$ cat config.mk
export PLATFORM = sky130hd
export DESIGN_NAME = pc_ir_unit
export DESIGN_NICKNAME = d
export VERILOG_FILES = /design/src/rtl/pc_ir_unit.sv
export SDC_FILE = /design/constraint.sdc
export NUM_CORES = 1
export LEC_CHECK = 0
export ABC_AREA = 1
export CORE_UTILIZATION = 35
export DETAILED_ROUTE_END_ITERATION = 12
export PLACE_DENSITY = 0.7
export SLEW_MARGIN = 20
export SYNTH_ARGS = -nofsm -noshare
export SYNTH_HDL_FRONTEND = slang
export SYNTH_SLANG_ARGS = --single-unit
$ cat constraint.sdc
create_clock -name clk -period 1.2 [get_ports clk]
set_input_delay 0.12 -clock clk [delete_from_list [all_inputs] [get_ports clk]]
set_output_delay 0.12 -clock clk [all_outputs]
set_load 0.01 [all_outputs]
$ cat src/rtl/pc_ir_unit.sv
// Program counter, instruction register, MDR and ALU-output registers for a
// multicycle datapath, with a fetch counter and a sticky misaligned-address flag.
module pc_ir_unit #(
    parameter int unsigned         WIDTH    = 32,
    parameter logic [WIDTH-1:0]    RESET_PC = '0
) (
    input  logic             clk,
    input  logic             reset,
    input  logic             pcen,
    input  logic [1:0]       pcsrc,
    input  logic             irwrite,
    input  logic             iord,
    input  logic [WIDTH-1:0] aluresult,
    input  logic [WIDTH-1:0] memrdata,
    output logic [WIDTH-1:0] pc,
    output logic [WIDTH-1:0] adr,
    output logic [WIDTH-1:0] instr,
    output logic [5:0]       op,
    output logic [5:0]       funct,
    output logic [WIDTH-1:0] data,
    output logic [WIDTH-1:0] aluout,
    output logic [WIDTH-1:0] instret,
    output logic             adrerr
);

    logic [WIDTH-1:0] pc_q, pc_d;
    logic [WIDTH-1:0] instr_q, instr_d;
    logic [WIDTH-1:0] data_q;
    logic [WIDTH-1:0] aluout_q;
    logic [WIDTH-1:0] instret_q, instret_d;
    logic             adrerr_q, adrerr_d;
    logic [WIDTH-1:0] next_pc;
    logic [WIDTH-1:0] adr_w;

    assign adr_w = iord ? aluout_q : pc_q;

    // Jump target is built from the pre-edge instr, so a simultaneous IR load
    // cannot affect the PC written on the same edge.
    always_comb begin
        next_pc = pc_q;
        unique case (pcsrc)
            2'b00:   next_pc = aluresult;
            2'b01:   next_pc = aluout_q;
            2'b10:   next_pc = {pc_q[31:28], instr_q[25:0], 2'b00};
            default: next_pc = pc_q;
        endcase
    end

    always_comb begin
        pc_d      = pc_q;
        instr_d   = instr_q;
        instret_d = instret_q;
        adrerr_d  = adrerr_q;
        if (pcen) begin
            pc_d = next_pc;
        end
        if (irwrite) begin
            instr_d   = memrdata;
            instret_d = instret_q + WIDTH'(1);
        end
        if (adr_w[1:0] != 2'b00) begin
            adrerr_d = 1'b1;
        end
    end

    always_ff @(posedge clk or negedge reset) begin
        if (!reset) begin
            pc_q      <= RESET_PC;
            instr_q   <= '0;
            data_q    <= '0;
            aluout_q  <= '0;
            instret_q <= '0;
            adrerr_q  <= 1'b0;
        end else begin
            pc_q      <= pc_d;
            instr_q   <= instr_d;
            data_q    <= memrdata;
            aluout_q  <= aluresult;
            instret_q <= instret_d;
            adrerr_q  <= adrerr_d;
        end
    end

    assign pc      = pc_q;
    assign adr     = adr_w;
    assign instr   = instr_q;
    assign op      = instr_q[31:26];
    assign funct   = instr_q[5:0];
    assign data    = data_q;
    assign aluout  = aluout_q;
    assign instret = instret_q;
    assign adrerr  = adrerr_q;

endmodule

# After elaboration in Yosys (flattened, before gate mapping)
# Cells that the tools add are included.
# classes
mul	0
n_reduce_logical	6
n_lt_le_gt_ge	0
mux	2
eq_ne	2
div	0
n_bitwise	1
n_addsub	1
shift	0
# op_table
operator	count
32-bit one-hot mux with 3 select lines	1
32-bit by 1-bit adder with 32-bit output (second input constant)	1
32-bit 2-to-1 mux	1
2-bit nonzero test	2
3-bit AND reduction	1
3-bit nonzero test	1
2-bit by 1-bit equality test with 1-bit output (second input constant)	1
2-bit equality test (second input constant)	1
2-bit logical NOT	1
2-bit AND reduction	1
1-bit inverter	1
# word_totals
input_bits	71
rom_bits	0
latchBits	0
mem_bits_rw	0
memories	0
output_inout_bits	205
elab_cells	19
ff_bits	161

# Logic depth before layout (Yosys ltp)
# depth
ltp_word	3
depth_mapped	10
ltp_nobuf	9

# Worst setup path after synthesis
# No wires, ideal clock.
# synth_timing
path_kind	register -> register
startpoint	reg instret_q[0] (netlist: instret[0])
endpoint	reg instret_q[22] (netlist: instret[22])
period_less_slack_ns	1.433
slack_ns	-0.233
path_buffers	1
required_ns	1.072
setup_time_ns	0.128
arrival_ns	1.306
path_stages_with_launch	9
path_cell_list	dfrtp_1 > ha_1 > inv_1 > nor2_1 > nand3_1 > nor2_2 > buf_6 > nand2_2 > xnor2_2
# synth_between
elab_chain_cells	1
# synth_rtl
item	line_no	rtl
start, declared	30	logic [WIDTH-1:0] instret_q, instret_d;
start signal, assigned	79	instret_q <= instret_d;
32-bit by 1-bit adder with 32-bit output	59	instret_d = instret_q + WIDTH'(1);
# No other way between the ends.
# A chain may end at the register's enable or synchronous reset.

# Worst setup path after layout
# layout_timing
startpoint	reg instret_q[1] (netlist: instret[1])
endpoint	reg instret_q[21] (netlist: instret[21])
# Same word-level chain as after synthesis.

==> flow_summary.yaml <==
synthesis:
  mappedNetlistNets: 780
  synth-seq-area-share_pct: 60.9
  synth_area_sq_um: 6620
  synthFlopType: "dfrtp_1"
  ys_seq_elements: 161
  synth.area.top_cells: "dfrtp_1 61%, nand2_1 14%, inv_1 3.6%"
  ys_types: 31
  synth-edff-count: 0
  async_flop_share_pct: 100
  syn_inst: 704
  synth_area_leader_cell: "dfrtp_1"
  ys_warn_count: 0
  syn_area_per_cell_sq_um: 9.40
  yosysTopAreaCellShare_pct: 60.9
critical_path:
  crit_path_frequent_cell: "nor2_4"
  r2r_slack_ns: -0.28
  cp.depth: 7
  path_cells: "buf_4, nand3_4, nor2_4, nand2_4, nor2_4, nand2_2, xnor2_1"
  crit_buf_inv: 1
  worst-path-max-fanout: 6
  worstSetupPathType: "register to register"
  slowest_delay_ns: 0.38
  endpoint_kind: "register"
  crit_slowest_cell: "dfrtp_1"
  crit_arrival_ns: 1.78
  critPathLaunchType: "register"
  cp_top_family: "simple AND/OR/NAND/NOR gates"
  r2r_cells: 7
  cp.required_ns: 1.50
detailed_routing:
  drc_errors: 0
  wl_per_cell_um: 18.1
  wl_um: 26600
  drtPass1Iterations: 5
  vias_per_cell: 4.90
  ant_nets: 0
  drtIter0Drc: 407
  num_vias: 7186
placement:
  dp_hpwl_um: 16100
  dp_worst_setup_slack_ns: -0.545
  portBuffers: 275
  gp_congestion: 0.839
power_and_ir_drop:
  power.density_nw_per_um2: 1370
  ir_worst_vdd_mv: 1.47
  switching_share_pct: 28.3
  clkPwrFrac_pct: 32.8
  p_seq_share_pct: 36.0
  p_sw_w: 0.00499
  p_leak_nw: 6.36
  power.total_w: 0.0176
  cellInternalPower_w: 0.0126
  combinationalPowerShare_pct: 31.1
finish:
  final_cell_mix: "236 x nand2_1, 170 x buf_6, 159 x buf_4, 153 x dfrtp_1, 65 x clkdlybuf4s50_1"
  fillers: 1309
  mostFrequentLayoutCell: "nand2_1"
  seqCellArea_sq_um: 4040
  multi_input_area_sq_um: 2430
  finalNetCount: 1299
  drive_above_1_share_pct: 45.8
  area_delta_synth_final_pct: 94.3
timing:
  tightest_slew_ns: 0.490
  finalSetupViolCount: 69
  clock_skew_ns: 0.00941
  fin_setup_tns_ns: -8.18
  slew_viol_final: 0
  setup_ws_ns: -0.276
  fin_crit_sh_pct: 123
  period_minus_slack_ns: 1.48
  fmax_mhz: 677
  relSlewSlack_pct: 67.1
  rsz0062_at_grt: "yes"
  hold_viol_final: 0
  holdWs_ns: 0.149
min_path:
  hold_class: "input pin to asynchronous set/reset pin"
floorplanning:
  ios: 276
  core_sq_um: 18300
  die_height_um: 140
  die-area_sq_um: 19500
  initial_core_util_pct: 36.2
  rows: 49
  die_w_um: 140
clocking:
  cts_num_sinks: 161
  cts.clk_slew.worst_paths_ns: 0.07
  cts_buffers: 17
  cts_tree: "done"
  clockBufferDepth: 2
  cts_root_buffer: "clkbuf_16"
  htree_levels: 4
  insertion_delay_ns: 0.42
global_routing:
  grt_max_degree: 51
  grt_usage_pct: 25.9
  grt_overflow_total: 0
  grt_pass1_vias: 7090
  grt_pass1_wl_um: 38700
  grt_antenna_before_repair: 2
job:
  maxCapViolCount: 0
run_status:
  violations: "setup timing"
  status: "finished, violations left"
power groups by stage:
stage | logic, W | clock network, W | registers (W)
floorplan | 0.000923 | 0 | 0.00664
global placement | 0.00408 | 0 | 0.00637
detailed placement | 0.00414 | 0 | 0.00638
CTS | 0.00474 | 0.00586 | 0.00630
global route | 0.00580 | 0.00613 | 0.00640
finish | 0.00549 | 0.00579 | 0.00635
what timing repair did:
item / CTS / global route
pin swaps: 29 / 21
hold buffers: 1 / 0
resized for setup: 859 / 183
gates cloned: 8 / 0
setup buffers: 62 / 44
hold endpoints to repair: 161 / 0
endpoints found under the setup margin: 265 / 208
cells in the mapped netlist, drive strengths merged (5+ instances only):
master / n
xor2: 13
ha: 5
nand4: 11
clkbuf: 23
inv: 65
o21ai: 32
dfrtp: 161
a21oi: 28
nor2: 28
a32oi: 26
buf: 18
nor3: 7
nand2: 251
nand3: 17
xnor2: 8
path summary, 6_finish.rpt:
check	endpoint	start
setup / recovery	instret[21]$_DFFE_PN0P_	instret[1]$_DFFE_PN0P_
hold / removal	data[1]$_DFF_PN0_	reset
hold reg to reg	adrerr$_DFFE_PN0P_	adrerr$_DFFE_PN0P_
setup reg to reg	instret[21]$_DFFE_PN0P_	instret[1]$_DFFE_PN0P_
min in group clk	aluout[30]$_DFF_PN0_	aluresult[30]
max in group asynchronous	instret[22]$_DFFE_PN0P_	reset
through the flow:
step	util, %	std cells	instance area (sq um)
after floorplan	-	704	6640
after global placement	59.6	1336	10900
after detailed placement	59.6	1336	10900
after CTS	66.8	1433	12200
after global routing	70.4	1466	12900
final	70.4	1466	12900
registers in the layout, summed over array words and instances (netlist names):
name     cells
adrerr       1
aluout      32
instret     32
instr       32
data        32
pc          32
layer usage:
layer,vias to the layer above,GRT usage (%),part of all wire (%)
met1,3487,31.3,39
met4,2,9.71,3.5
met5,-,0,0.049
met2,312,45.0,51
met3,68,5.95,5.9
li1,3317,-,-
logic make-up after synthesis:
family                   share of synthesized area, %
AND/OR/NAND/NOR                                  19.6
flip-flops                                       60.9
buffers and inverters                            6.96
AO/OA/AOI/OAI                                    8.70
XOR/XNOR                                         2.89
adder cells (fa/ha/maj)                         0.945
cell type report:
| cell class | instances | share of cell area (%) |
|---|---|---|
| Clock buffer | 19 | 3.44 |
| Sequential cell | 161 | 31.4 |
| Tap cell | 229 | 2.23 |
| Antenna cell | 1 | 0.0195 |
| Multi-Input combinational cell | 436 | 18.9 |
| Inverter | 66 | 2.05 |
| Clock inverter | 13 | 1.45 |
| Timing Repair Buffer | 541 | 40.5 |
(Power assumes the default switching activity.)
